$ cat config.mk
export PLATFORM = sky130hd
export DESIGN_NAME = muldiv_issue_flat
export DESIGN_NICKNAME = d
export VERILOG_FILES = /design/src/rtl/muldiv_pkg.sv /design/src/rtl/muldiv_issue_if.sv /design/src/rtl/muldiv_class_dec.sv /design/src/rtl/muldiv_issue.sv /design/src/flat_wrapper.sv
export SDC_FILE = /design/constraint.sdc
export NUM_CORES = 1
export LEC_CHECK = 0
export BUFFER_PORTS_ARGS = -buffer_cell sky130_fd_sc_hd__buf_4
export CAP_MARGIN = 20
export CORE_AREA = 3 3 130 132
export CTS_CLUSTER_DIAMETER = 40
export DETAILED_ROUTE_END_ITERATION = 6
export DIE_AREA = 0 0 133 135
export PLACE_DENSITY = 0.56
export SLEW_MARGIN = 20
export SYNTH_ARGS = -nofsm -noshare
export SYNTH_HDL_FRONTEND = slang
export SYNTH_SLANG_ARGS = --single-unit
$ cat constraint.sdc
create_clock -name Clk -period 3.85 [get_ports Clk]
set_clock_uncertainty 0.2 [all_clocks]
set_input_delay 0.9625 -clock Clk [delete_from_list [all_inputs] [get_ports Clk]]
set_output_delay 0.9625 -clock Clk [all_outputs]
set_load 0.01 [all_outputs]
$ cat src/rtl/muldiv_pkg.sv
// Shared definitions for the multiply/divide issue controller.
// Holds the SPECIAL-opcode funct codes, the MD_Op encoding, the
// instruction class enum and the FSM state enum.
package muldiv_pkg;

  localparam logic [5:0] OPC_SPECIAL = 6'h00;

  localparam logic [5:0] FN_MFHI  = 6'h10;
  localparam logic [5:0] FN_MTHI  = 6'h11;
  localparam logic [5:0] FN_MFLO  = 6'h12;
  localparam logic [5:0] FN_MTLO  = 6'h13;
  localparam logic [5:0] FN_MULT  = 6'h18;
  localparam logic [5:0] FN_MULTU = 6'h19;
  localparam logic [5:0] FN_DIV   = 6'h1A;
  localparam logic [5:0] FN_DIVU  = 6'h1B;

  // Operation code presented to the unit
  typedef enum logic [1:0] {
    MD_MULTU = 2'b00,
    MD_MULT  = 2'b01,
    MD_DIVU  = 2'b10,
    MD_DIV   = 2'b11
  } md_op_e;

  // HI/LO interaction class of an instruction
  typedef enum logic [1:0] {
    CLS_NONE = 2'd0,
    CLS_OP   = 2'd1,
    CLS_MT   = 2'd2,
    CLS_MF   = 2'd3
  } md_cls_e;

  // Tracking of the in-flight unit operation
  typedef enum logic [1:0] {
    ST_IDLE = 2'd0,
    ST_RUN  = 2'd1,
    ST_DONE = 2'd2
  } md_state_e;

endpackage

$ cat src/rtl/muldiv_issue_if.sv
// Handshake between the issue controller (master) and the
// multiply/divide unit (slave).
//   MD_D1/MD_D2  operands          MD_Op    operation
//   MD_Start     start pulse       MD_We    HI/LO write strobe
//   MD_HiLo      write target      MD_Busy  unit busy
//   MD_HI/MD_LO  unit result registers
interface muldiv_issue_if;
  import muldiv_pkg::*;

  logic [31:0] MD_D1;
  logic [31:0] MD_D2;
  md_op_e      MD_Op;
  logic        MD_Start;
  logic        MD_We;
  logic        MD_HiLo;
  logic        MD_Busy;
  logic [31:0] MD_HI;
  logic [31:0] MD_LO;

  modport master (
    output MD_D1, MD_D2, MD_Op, MD_Start, MD_We, MD_HiLo,
    input  MD_Busy, MD_HI, MD_LO
  );

  modport slave (
    input  MD_D1, MD_D2, MD_Op, MD_Start, MD_We, MD_HiLo,
    output MD_Busy, MD_HI, MD_LO
  );

endinterface

$ cat src/rtl/muldiv_class_dec.sv
// Combinational decoder: instruction -> HI/LO class, unit op, HI/LO select.
//   instr  in   32-bit instruction word
//   cls    out  NONE / OP / MT / MF
//   op     out  MD_Op encoding (meaningful for class OP)
//   hilo   out  1 = HI, 0 = LO (meaningful for class MT and MF)
module muldiv_class_dec
  import muldiv_pkg::*;
(
  input  logic [31:0] instr,
  output md_cls_e     cls,
  output md_op_e      op,
  output logic        hilo
);

  logic [5:0] opcode_s;
  logic [5:0] funct_s;
  logic       unused_fields_s;

  assign opcode_s        = instr[31:26];
  assign funct_s         = instr[5:0];
  assign unused_fields_s = ^instr[25:6];

  // Classify SPECIAL-opcode HI/LO instructions; everything else is NONE
  always_comb begin
    cls  = CLS_NONE;
    op   = MD_MULTU;
    hilo = 1'b0;
    if (opcode_s == OPC_SPECIAL) begin
      case (funct_s)
        FN_MULT:  begin cls = CLS_OP; op = MD_MULT;  end
        FN_MULTU: begin cls = CLS_OP; op = MD_MULTU; end
        FN_DIV:   begin cls = CLS_OP; op = MD_DIV;   end
        FN_DIVU:  begin cls = CLS_OP; op = MD_DIVU;  end
        FN_MTHI:  begin cls = CLS_MT; hilo = 1'b1;   end
        FN_MTLO:  begin cls = CLS_MT; hilo = 1'b0;   end
        FN_MFHI:  begin cls = CLS_MF; hilo = 1'b1;   end
        FN_MFLO:  begin cls = CLS_MF; hilo = 1'b0;   end
        default:  begin cls = CLS_NONE;              end
      endcase
    end else begin
      cls = CLS_NONE;
    end
  end

endmodule

$ cat src/rtl/muldiv_issue.sv
// Issue and hazard controller for the multiply/divide unit.
// Decodes the E-stage instruction into one Start or We pulse per
// instruction, stalls D while a HI/LO instruction would collide with an
// in-flight operation, and returns mfhi/mflo data to the E result mux.
//   Clk, Rst          clock, asynchronous active-high reset
//   D_Instr, E_Instr  D/E stage instructions
//   E_RS, E_RT        forwarded E operands
//   E_Hold, E_Flush   E frozen / E instruction killed
//   md                handshake to the unit (master side)
//   Stall             freeze F/D, bubble into E
//   E_MDOut, E_MDSel  mfhi/mflo data and its select
//   StallCnt          saturating count of stalled cycles
module muldiv_issue
  import muldiv_pkg::*;
#(
  parameter int STALL_CNT_W = 32
) (
  input  logic                   Clk,
  input  logic                   Rst,
  input  logic [31:0]            D_Instr,
  input  logic [31:0]            E_Instr,
  input  logic [31:0]            E_RS,
  input  logic [31:0]            E_RT,
  input  logic                   E_Hold,
  input  logic                   E_Flush,
  muldiv_issue_if.master         md,
  output logic                   Stall,
  output logic [31:0]            E_MDOut,
  output logic                   E_MDSel,
  output logic [STALL_CNT_W-1:0] StallCnt
);

  localparam logic [STALL_CNT_W-1:0] CNT_ONE = {{(STALL_CNT_W-1){1'b0}}, 1'b1};

  md_cls_e   d_cls_s, e_cls_s;
  md_op_e    d_op_s, e_op_s;
  logic      d_hilo_s, e_hilo_s;
  logic      unused_d_dec_s;

  md_state_e state_q, state_d;
  logic      issued_q, issued_d;
  logic [STALL_CNT_W-1:0] stall_cnt_q, stall_cnt_d;

  logic start_s;
  logic we_s;
  logic stall_s;

  muldiv_class_dec u_d_dec (.instr(D_Instr), .cls(d_cls_s), .op(d_op_s), .hilo(d_hilo_s));
  muldiv_class_dec u_e_dec (.instr(E_Instr), .cls(e_cls_s), .op(e_op_s), .hilo(e_hilo_s));

  // D only needs the class; op and select are not used there
  assign unused_d_dec_s = ^{d_op_s, d_hilo_s};

  // issued suppresses repeat pulses while E is frozen on the same instruction
  assign start_s = (e_cls_s == CLS_OP) & ~E_Flush & ~issued_q;
  assign we_s    = (e_cls_s == CLS_MT) & ~E_Flush & ~issued_q;

  // RUN keeps D stalled through the first cycle Busy is low, so a
  // following MF/MT/OP never enters E before the result lands
  assign stall_s = (d_cls_s != CLS_NONE) & (md.MD_Busy | (state_q == ST_RUN));

  assign md.MD_D1    = E_RS;
  assign md.MD_D2    = E_RT;
  assign md.MD_Op    = e_op_s;
  assign md.MD_Start = start_s;
  assign md.MD_We    = we_s;
  assign md.MD_HiLo  = (e_cls_s == CLS_MT) & e_hilo_s;

  assign Stall    = stall_s;
  assign E_MDSel  = (e_cls_s == CLS_MF);
  assign E_MDOut  = e_hilo_s ? md.MD_HI : md.MD_LO;
  assign StallCnt = stall_cnt_q;

  // FSM next state: follow the unit from Start until Busy drops, plus one DONE cycle
  always_comb begin
    state_d = state_q;
    case (state_q)
      ST_IDLE: begin
        if (start_s) state_d = ST_RUN;
        else         state_d = ST_IDLE;
      end
      ST_RUN: begin
        if (!md.MD_Busy) state_d = ST_DONE;
        else             state_d = ST_RUN;
      end
      ST_DONE: state_d = ST_IDLE;
      default: state_d = ST_IDLE;
    endcase
  end

  // issued next value: set by a pulse under hold, cleared whenever E advances
  always_comb begin
    issued_d = issued_q;
    if (!E_Hold)               issued_d = 1'b0;
    else if (start_s || we_s)  issued_d = 1'b1;
    else                       issued_d = issued_q;
  end

  // Stall counter next value, saturating at all-ones
  always_comb begin
    stall_cnt_d = stall_cnt_q;
    if (stall_s && (stall_cnt_q != '1)) stall_cnt_d = stall_cnt_q + CNT_ONE;
    else                                stall_cnt_d = stall_cnt_q;
  end

  // State registers
  always_ff @(posedge Clk or posedge Rst) begin
    if (Rst) begin
      state_q     <= ST_IDLE;
      issued_q    <= 1'b0;
      stall_cnt_q <= '0;
    end else begin
      state_q     <= state_d;
      issued_q    <= issued_d;
      stall_cnt_q <= stall_cnt_d;
    end
  end

endmodule

$ cat src/flat_wrapper.sv
// flat-port wrapper written by rule: the top's interface ports become plain ports
module muldiv_issue_flat import muldiv_pkg::*;
#(
  parameter int STALL_CNT_W = 32
)
  (Clk, Rst, D_Instr, E_Instr, E_RS, E_RT, E_Hold, E_Flush, Stall, E_MDOut, E_MDSel, StallCnt, md_MD_D1, md_MD_D2, md_MD_Op, md_MD_Start, md_MD_We, md_MD_HiLo, md_MD_Busy, md_MD_HI, md_MD_LO);
  muldiv_issue_if md_i ();
  input  logic Clk;
  input  logic Rst;
  input  logic [31:0] D_Instr;
  input  logic [31:0] E_Instr;
  input  logic [31:0] E_RS;
  input  logic [31:0] E_RT;
  input  logic E_Hold;
  input  logic E_Flush;
  output logic Stall;
  output logic [31:0] E_MDOut;
  output logic E_MDSel;
  output logic [STALL_CNT_W-1:0] StallCnt;
  output wire logic [$bits(md_i.MD_D1)-1:0] md_MD_D1;
  output wire logic [$bits(md_i.MD_D2)-1:0] md_MD_D2;
  output wire logic [$bits(md_i.MD_Op)-1:0] md_MD_Op;
  output wire logic [$bits(md_i.MD_Start)-1:0] md_MD_Start;
  output wire logic [$bits(md_i.MD_We)-1:0] md_MD_We;
  output wire logic [$bits(md_i.MD_HiLo)-1:0] md_MD_HiLo;
  input wire logic [$bits(md_i.MD_Busy)-1:0] md_MD_Busy;
  input wire logic [$bits(md_i.MD_HI)-1:0] md_MD_HI;
  input wire logic [$bits(md_i.MD_LO)-1:0] md_MD_LO;
  assign md_MD_D1 = md_i.MD_D1;
  assign md_MD_D2 = md_i.MD_D2;
  assign md_MD_Op = md_i.MD_Op;
  assign md_MD_Start = md_i.MD_Start;
  assign md_MD_We = md_i.MD_We;
  assign md_MD_HiLo = md_i.MD_HiLo;
  assign md_i.MD_Busy = md_MD_Busy;
  assign md_i.MD_HI = md_MD_HI;
  assign md_i.MD_LO = md_MD_LO;
  muldiv_issue #(.STALL_CNT_W(STALL_CNT_W)) u_core (.Clk(Clk), .Rst(Rst), .D_Instr(D_Instr), .E_Instr(E_Instr), .E_RS(E_RS), .E_RT(E_RT), .E_Hold(E_Hold), .E_Flush(E_Flush), .md(md_i), .Stall(Stall), .E_MDOut(E_MDOut), .E_MDSel(E_MDSel), .StallCnt(StallCnt));
endmodule
# == Yosys cells after proc, flatten, opt, wreduce, memory -nomap -nowiden ==
# Cells that the tools add are included.
# op_classes
muxes,14
n_addsub,1
reduce_logical,13
n_bitwise,9
n_eq_ne,22
# ops
operator,n
$eq 6x5->1 const B,16
$add 32x1->32 const B,1
$mux 32,1
$ne 32x32->1 const B,1
$pmux 2 s3,3
$logic_not 6->1,2
$reduce_or 2->1,5
$mux 2,4
$reduce_or 4->1,2
$and 1x1->1,6
$mux 1,5
$eq 2x1->1 const B,2
$eq 2x2->1 const B,2
$pmux 2 s2,1
$logic_not 2->1,1
$ne 2x1->1 const B,1
$not 1->1,2
$reduce_bool 2->1,1
$logic_and 1x1->1,1
$logic_or 1x1->1,1
$or 1x1->1,1
# word_totals
output_inout_bits,135
reg_bits,35
input_bits,197

# == Longest topological paths before layout ==
# Gate-level depths: netlist of the first run.
# logic_depth
depth_word,10
mapped_depth,8

# == By module ==
# A second synthesis of the first run with hierarchy kept.
# hier_totals
cells_unflattened,298
hier_area_um2,2887.8
# by_module_without_submodules
mod,area_per_inst_um2,n_inst,cells_per_inst,seq_area_each_um2
muldiv_issue,2717.6,1,272,875.8
muldiv_class_dec,85.1,2,13,0.0

# == Worst setup path after synthesis of the first run ==
# No wires, ideal clock.
# synth_timing
path_kind,input to output
start,input E_Instr[28]
end,output E_MDOut[10]
t_arrival_ps,2425
path_buffers,2
setup_slack_ps,262
path_stages,5
cell_sequence,nor4_1 > and4b_1 > clkbuf_1 > clkbuf_1 > mux2_2
# synth_via
elab_chain_len,3
# synth_lines
element,line,source
from (decl),flat_wrapper.sv:11,input logic [31:0] E_Instr;
$logic_not 6->1,muldiv_class_dec.sv:28,if (opcode_s == OPC_SPECIAL) begin
$mux 1,muldiv_class_dec.sv:28,
$mux 32,muldiv_issue.sv:71,assign E_MDOut = e_hilo_s ? md.MD_HI : md.MD_LO;
to (decl),flat_wrapper.sv:17,output logic [31:0] E_MDOut;
# Every way passes these cells.

# == Final worst setup path of the first run ==
# layout_timing
start,input E_Instr[28]
end,output E_MDOut[16]
# Same word-level chain as after synthesis.

==> metrics.md, run 1 <==
| Metric | Value |
|---|---|
| Fin area | slightly below 4000 sq um |
| Max Fclk | 0.278 GHz |
| Wire length per cell | between 15 and 20 um |
| CP startpoint kind | input pin |
| Die Height | roughly 140 um |
| Final min period | 3600 ps |
| Area occupied by multi-input gates | around 1300 sq um |
| Peak supply drop | around 120 uV |
| Worst skew pair latency | between 200 and 300 ps |
| # port buffers | 160 |
| Critical-path cell list | buf_4 -> nor4_1 -> and4b_1 -> buf_12 -> mux2_2 -> buf_4 |
| Async SR Flop Fraction | 100% |
| Worst-path clk slew | 60 ps |
| Initial antenna violation count | 0 |
| CP Class | in2out |
| Synth warn | 0 |
| Top Ports | 332 |
| # fillers | between 1.5k and 2k |
| Fin util | between 20 and 25% |
| Num CTS Buffers | 5 |
| Final worst setup slack | 247 ps |
| Vias in the first global route | approximately 2.5k |
| RSZ-0062 raised after global routing | false |
| Power density cells | 239 nW/um^2 |
| Post-cts resize count | 0 |
| WL final | roughly 10000 um |
| Sequential element share of the synthesized area | about a third |
| Overflow after GRT | 0 |
| Core Region | 15800 sq um |
| Synth top area share | between 30% and 40% |
| # setup viols final | 0 |
| Setup_tns | 0 ps |
| Htree depth | 2 |
| Post-cts hold buffer count | 0 |
| Ant diodes | 0 |
| Share of cells above drive strength 1 | approximately 56% |
| Worst path most repeated cell | buf_4 |
| Crit path DAT | roughly 2400 ps |
| Top cells by area, synth | dfrtp_1, buf_4, mux2_2 |
| Flops & latches, synth | 35 |
| Syn Inst Count | approximately 290 |
| Clock Sinks | 35 |
| Via count | approximately 2.4k |
| Sequential standard cell area | 876 sq um |
| Antenna Nets Post-Route | 0 |
| Placed Instance Area | between 3000 and 4000 sq um |
| GRT Util Overall | 10.8% |
| Die area | 18000 sq um |
| Worst-Margin Slew | 768 ps |
| Max-slew headroom | 48.8% |
| Syn Area/Cell | a little under 10 sq um |
| Starting density of the core | between 15 and 20% |
| Total power | roughly 940 uW |
| Net count after synthesis | 485 |
| Cell taking the most area after synthesis | dfrtp_1 |
| Worst Hold Class | reg2reg |
| Largest net degree at the start of global routing | 36 |
| Area growth from synthesis to layout | 41.0% |
| Max Slew Vio Count | 0 |
| Critical-path maximum fanout | 33 |
| CTS tree | yes |
| Final Hold Fails | 0 |
| Setup Buffers After CTS | 0 |
| Top FF cell, synth | dfrtp_1 |
| DPL Wire Length | roughly 8500 um |
| Most frequent cell after synthesis | buf_4 |
| CTS root buf | clkbuf_16 |
| Crit path required time | between 2000 and 3000 ps |
| Initial DRC Count | 75 |
| Leakage | between 1.5 and 2 nW |
| Synth top cells by count | buf_4, dfrtp_1, mux2_2 |
| Max_cap viols | 0 |
| CP endpoint kind | output pin |
| Post-synth EDFFs | 0 |
| Nets@finish | between 500 and 600 |
| Vias per cell | approximately 4.1 |
| Final period util | 93.6% |
| Core Rows | 46 |
| Worst reg2reg setup slack | roughly 1300 ps |
| Pre-CTS setup slack | 259 ps |
| Outcome | completed |
| Cell at the slowest stage of the critical path | mux2_2 |
| Clk buf depth | 2 |
| Mapped cell area | 2770 sq um |
| First-pass DRT Iterations | 4 |
| Unique masters post-synth | 38 |
| DIE WIDTH | between 100 and 150 um |
| CP max stage delay | around 380 ps |
| First-pass GRT wire length | 14800 um |
| Final Wtd Congestion | approximately 0.81 |
| DR DRC count | 0 |
==> sequential cells by signal, summed over array words and instances, names as in the netlist <==
signal,flops
u_core.issued_q,1
u_core.state_q,2
u_core.StallCnt,32
==> stage by stage <==
| stage | hold WS (ps) | cells |
|---|---|---|
| 4_1_cts | 232 | 601 |
| 3_5_place_dp | 223 | 593 |
| 5_1_grt | 253 | 601 |
| 3_3_place_gp | 217 | 593 |
| 6_report | 237 | 601 |
| 2_1_floorplan | 200 | 287 |
==> cells by family after synthesis <==
kind of cell             Yosys count  share of synthesized area [%]
XOR/XNOR                          30                           9.48
multiplexers                      33                           13.4
AO/OA/AOI/OAI                      5                           1.26
flip-flops                        35                           31.6
adder cells (fa/ha/maj)            1                          0.451
AND/OR/NAND/NOR                  103                           23.8
buffers and inverters             80                           20.0
==> routing by layer <==
| metal | GRT usage, % | wire (um) |
|---|---|---|
| met5 | 0 | 0 |
| met4 | 4.10 | 243 |
| met3 | 4.21 | 970 |
| met2 | 19.3 | 5280 |
| met1 | 11.4 | 3660 |
==> critical path, delay by kind of cell <==
family                 cells  cell delay [ps]
multiplexers               1              380
buffers and inverters      3              470
AND/OR/NAND/NOR            2              620
==> cell type report <==
class,count,share of cell area (%)
timing repair buffer,164,31.8
inverter,6,0.576
multi-input combinational,172,34.3
clock buffer,6,3.55
sequential,35,22.4
tap,216,6.91
clock inverter,2,0.416
==> layout by cell type (no fill, tap or decap), types with 2 or more instances in the layout <==
| master | n |
|---|---|
| and3_1 | 6 |
| and4_1 | 5 |
| buf_4 | 163 |
| clkbuf_16 | 5 |
| dfrtp_1 | 35 |
| inv_1 | 5 |
| mux2_2 | 33 |
| nand2_1 | 18 |
| nand3_1 | 13 |
| nand4_1 | 12 |
| nor2_1 | 11 |
| nor2b_1 | 3 |
| nor3_1 | 10 |
| nor4_1 | 7 |
| nor4_2 | 3 |
| nor4b_1 | 2 |
| nor4b_4 | 2 |
| or2_2 | 2 |
| xnor2_1 | 16 |
| xor2_1 | 14 |
==> path summary, 6_finish.rpt <==
path	cells past startpoint	from	end
worst max-delay path	6	E_Instr[28]	E_MDOut[16]
worst min-delay path	1	u_core.state_q[1]$_DFF_PP0_	u_core.state_q[0]$_DFF_PP0_
worst max register to register	6	u_core.StallCnt[0]$_DFFE_PP0P_	u_core.StallCnt[30]$_DFFE_PP0P_
worst min register to register	1	u_core.state_q[1]$_DFF_PP0_	u_core.state_q[0]$_DFF_PP0_
max in group asynchronous	3	Rst	u_core.StallCnt[29]$_DFFE_PP0P_
min in group asynchronous	3	Rst	u_core.state_q[1]$_DFF_PP0_
==> power by group <==
part / switching, mW / internal (mW)
combinational: 0.0507 / 0.0937
clock: 0.163 / 0.258
sequential: 0.00108 / 0.369
Note: power is estimated with default switching activity, not from simulation.
==> inputs of run 2 (changes only) <==
Settings changed: ABC_AREA from default to 1, CORE_AREA 3 3 130 132 to 3 3 128 130, DIE_AREA 0 0 133 135 to 0 0 131 133, PLACE_DENSITY 0.56 to 0.61.
==> metrics.md, run 2 <==
| Metric | Value |
|---|---|
| First-pass GRT wire length | between 15000 and 20000 um |
| Worst Hold Class | reg2reg |
| Most common cell after layout, fill and taps aside | buf_4 |
| Most frequent cell after synthesis | nand2_1 |
| Peak supply drop | 145 uV |
| Final period util | 92.7% |
| Max Fclk | around 0.28 GHz |
| Top FF cell, synth | dfrtp_1 |
| WL final | 11000 um |
| End of the critical path | E_MDOut[24] |
| Crit path DAT | around 2400 ps |
| Core Region | 15300 sq um |
| CTS tree | yes |
| # setup viols final | 0 |
| Num CTS Buffers | 5 |
| Crit path from | E_Instr[31] |
| Crit path buf inv count | 3 |
| Pre-CTS setup slack | roughly 220 ps |
| Placed cells | approximately 830 |
| Final Wtd Congestion | between 0.7 and 0.8 |
| Ant diodes | 0 |
| Wire length per cell | between 10 and 15 um |
| Setup_tns | 0 ps |
| Synth warn | 0 |
| Crit path depth | 7 |
| Overflow after GRT | 0 |
| Sequential standard cell area | ~900 sq um |
| Vias in the first global route | 3045 |
| Power density cells | around 220 nW/um^2 |
| Crit path required time | between 2000 and 3000 ps |
| Final Hold Fails | 0 |
| Top cells by area, synth | dfrtp_1, nand2_1, buf_4 |
| Area occupied by multi-input gates | around 1500 sq um |
| Core Rows | 45 |
| Worst-Margin Slew | between 500 and 600 ps |
| Max-slew headroom | between 60% and 70% |
| # port buffers | 160 |
| Flops & latches, synth | 35 |
| Initial DRC Count | 160 |
| Clk buf depth | 2 |
| Worst Hold Slack | 307 ps |
| Outcome | completed |
| Worst-case reg-to-reg path depth | 10 |
| Worst reg2reg setup slack | approximately 1400 ps |
| R2R Path End | u_core.StallCnt[15]$_DFFE_PP0P_ |
| Max Slew Vio Count | 0 |
| CP Class | in2out |
| Htree depth | 2 |
| Nets@finish | roughly 800 |
| Post-cts hold buffer count | 0 |
| CP max stage delay | between 200 and 300 ps |
| Syn Area/Cell | around 6.3 sq um |
| CP endpoint kind | output pin |
| Synth top cells by count | nand2_1, inv_1, buf_4 |
| Worst skew pair latency | 280 ps |
| Cell taking the most area after synthesis | dfrtp_1 |
| Setup Buffers After CTS | 0 |
| Synth top area share | between 20% and 30% |
| GRT Util Overall | a little under an eighth |
| Mapped cell area | between 3000 and 4000 sq um |
| Die Height | around 130 um |
| Cell at the slowest stage of the critical path | nor3_4 |
| Unique masters post-synth | 28 |
| Critical-path cell list | buf_4 -> or2_1 -> nor3_4 -> nand3_2 -> buf_12 -> o21ai_0 -> buf_4 |
| Final cell count without fillers | 837 |
| Starting density of the core | 21.9% |
| Leakage | 2.43 nW |
| RSZ-0062 raised after global routing | false |
| DPL Wire Length | around 9000 um |
| Post-cts resize count | 0 |
| CP startpoint kind | input pin |
| Area growth from synthesis to layout | 31.7% |
| Largest net degree at the start of global routing | 66 |
| Worst path most repeated cell | buf_4 |
| Critical-path maximum fanout | between 60 and 70 |
| CTS root buf | clkbuf_16 |
| Async SR Flop Fraction | 100% |
| Most frequent cells in the layout | buf_4, nand2_1, inv_1 |
| Hold path start | u_core.state_q[1]$_DFF_PP0_ |
| Net count after synthesis | 731 |
| Clock Sinks | 35 |
| Largest register FFs | 32 |
| Sequential element share of the synthesized area | roughly a quarter |
| Die area | between 15000 and 20000 sq um |
| DIE WIDTH | roughly 130 um |
| R2r startpoint | u_core.StallCnt[1]$_DFFE_PP0P_ |
| First-pass DRT Iterations | 4 |
| Crit-path leading delay family | simple AND/OR/NAND/NOR gates |
| Final min period | between 3000 and 4000 ps |
| Initial antenna violation count | 0 |
| Worst-path clk slew | 60 ps |
| # fillers | approximately 1.7k |
| Max_cap viols | 0 |
| Via count | ~3.5k |
| DR DRC count | 0 |
| Top Ports | between 300 and 400 |
| Vias per cell | 4.13 |
| Post-synth EDFFs | 0 |
| Share of cells above drive strength 1 | a little under a third |
| Syn Inst Count | about 530 |
| Antenna Nets Post-Route | 0 |
| Final worst setup slack | ~280 ps |
run 2: worst register-to-register path, delay by kind of cell, from the launching register on:
kind / cells / cell delay [ps]
simple gates: 7 / 1270
buf+inv: 2 / 290
flops: 1 / 390
fa+ha+maj: 1 / 180
run 2: worst min path at each step:
stage	end	slack [ps]	cells after the start
5_1_grt	u_core.state_q[0]$_DFF_PP0_	340	2
3_3_place_gp	u_core.state_q[0]$_DFF_PP0_	290	2
2_1_floorplan	u_core.state_q[0]$_DFF_PP0_	290	1
4_1_cts	u_core.state_q[0]$_DFF_PP0_	310	2
3_5_place_dp	u_core.state_q[0]$_DFF_PP0_	300	2
6_report	u_core.state_q[0]$_DFF_PP0_	310	2
run 2: area by class of cell:
type,instances,area share (%)
inverters,101,8.62
flip-flops and latches,35,19.9
multi-input cells,319,33.8
clock buffers,8,3.56
well taps,211,6.00
repair buffers,163,28.1
run 2: metrics by stage:
stage | cell area (sq um) | total power [mW] | utilization [%]
after floorplan | 3340 | 0.493 | -
after global placement | 4240 | 0.535 | 27.8
after detailed placement | 4240 | 0.536 | 27.8
after CTS | 4400 | 0.984 | 28.8
after global routing | 4400 | 1.01 | 28.8
final | 4400 | 0.966 | 28.8
run 2: power breakdown:
part / internal (mW) / switching (mW)
sequential: 0.369 / 0.00140
combinational: 0.0933 / 0.0623
clock: 0.276 / 0.163
total: 0.739 / 0.227
run 2: cell families after synthesis:
logic type	Yosys count	synth area share, %
XOR/XNOR	2	0.750
adder cells (fa/ha/maj)	1	0.375
AO/OA/AOI/OAI	53	8.09
flip-flops	35	26.2
buffers and inverters	179	29.4
AND/OR/NAND/NOR	263	35.2
run 2: layer usage:
| layer | GRT usage, % | vias to the layer above | wire length (um) |
|---|---|---|---|
| li1 | - | 1748 | - |
| met1 | 13.3 | 1550 | 4340 |
| met2 | 21.6 | 138 | 5570 |
| met3 | 3.39 | 23 | 889 |
| met4 | 3.54 | 0 | 218 |
| met5 | 0 | - | 0 |
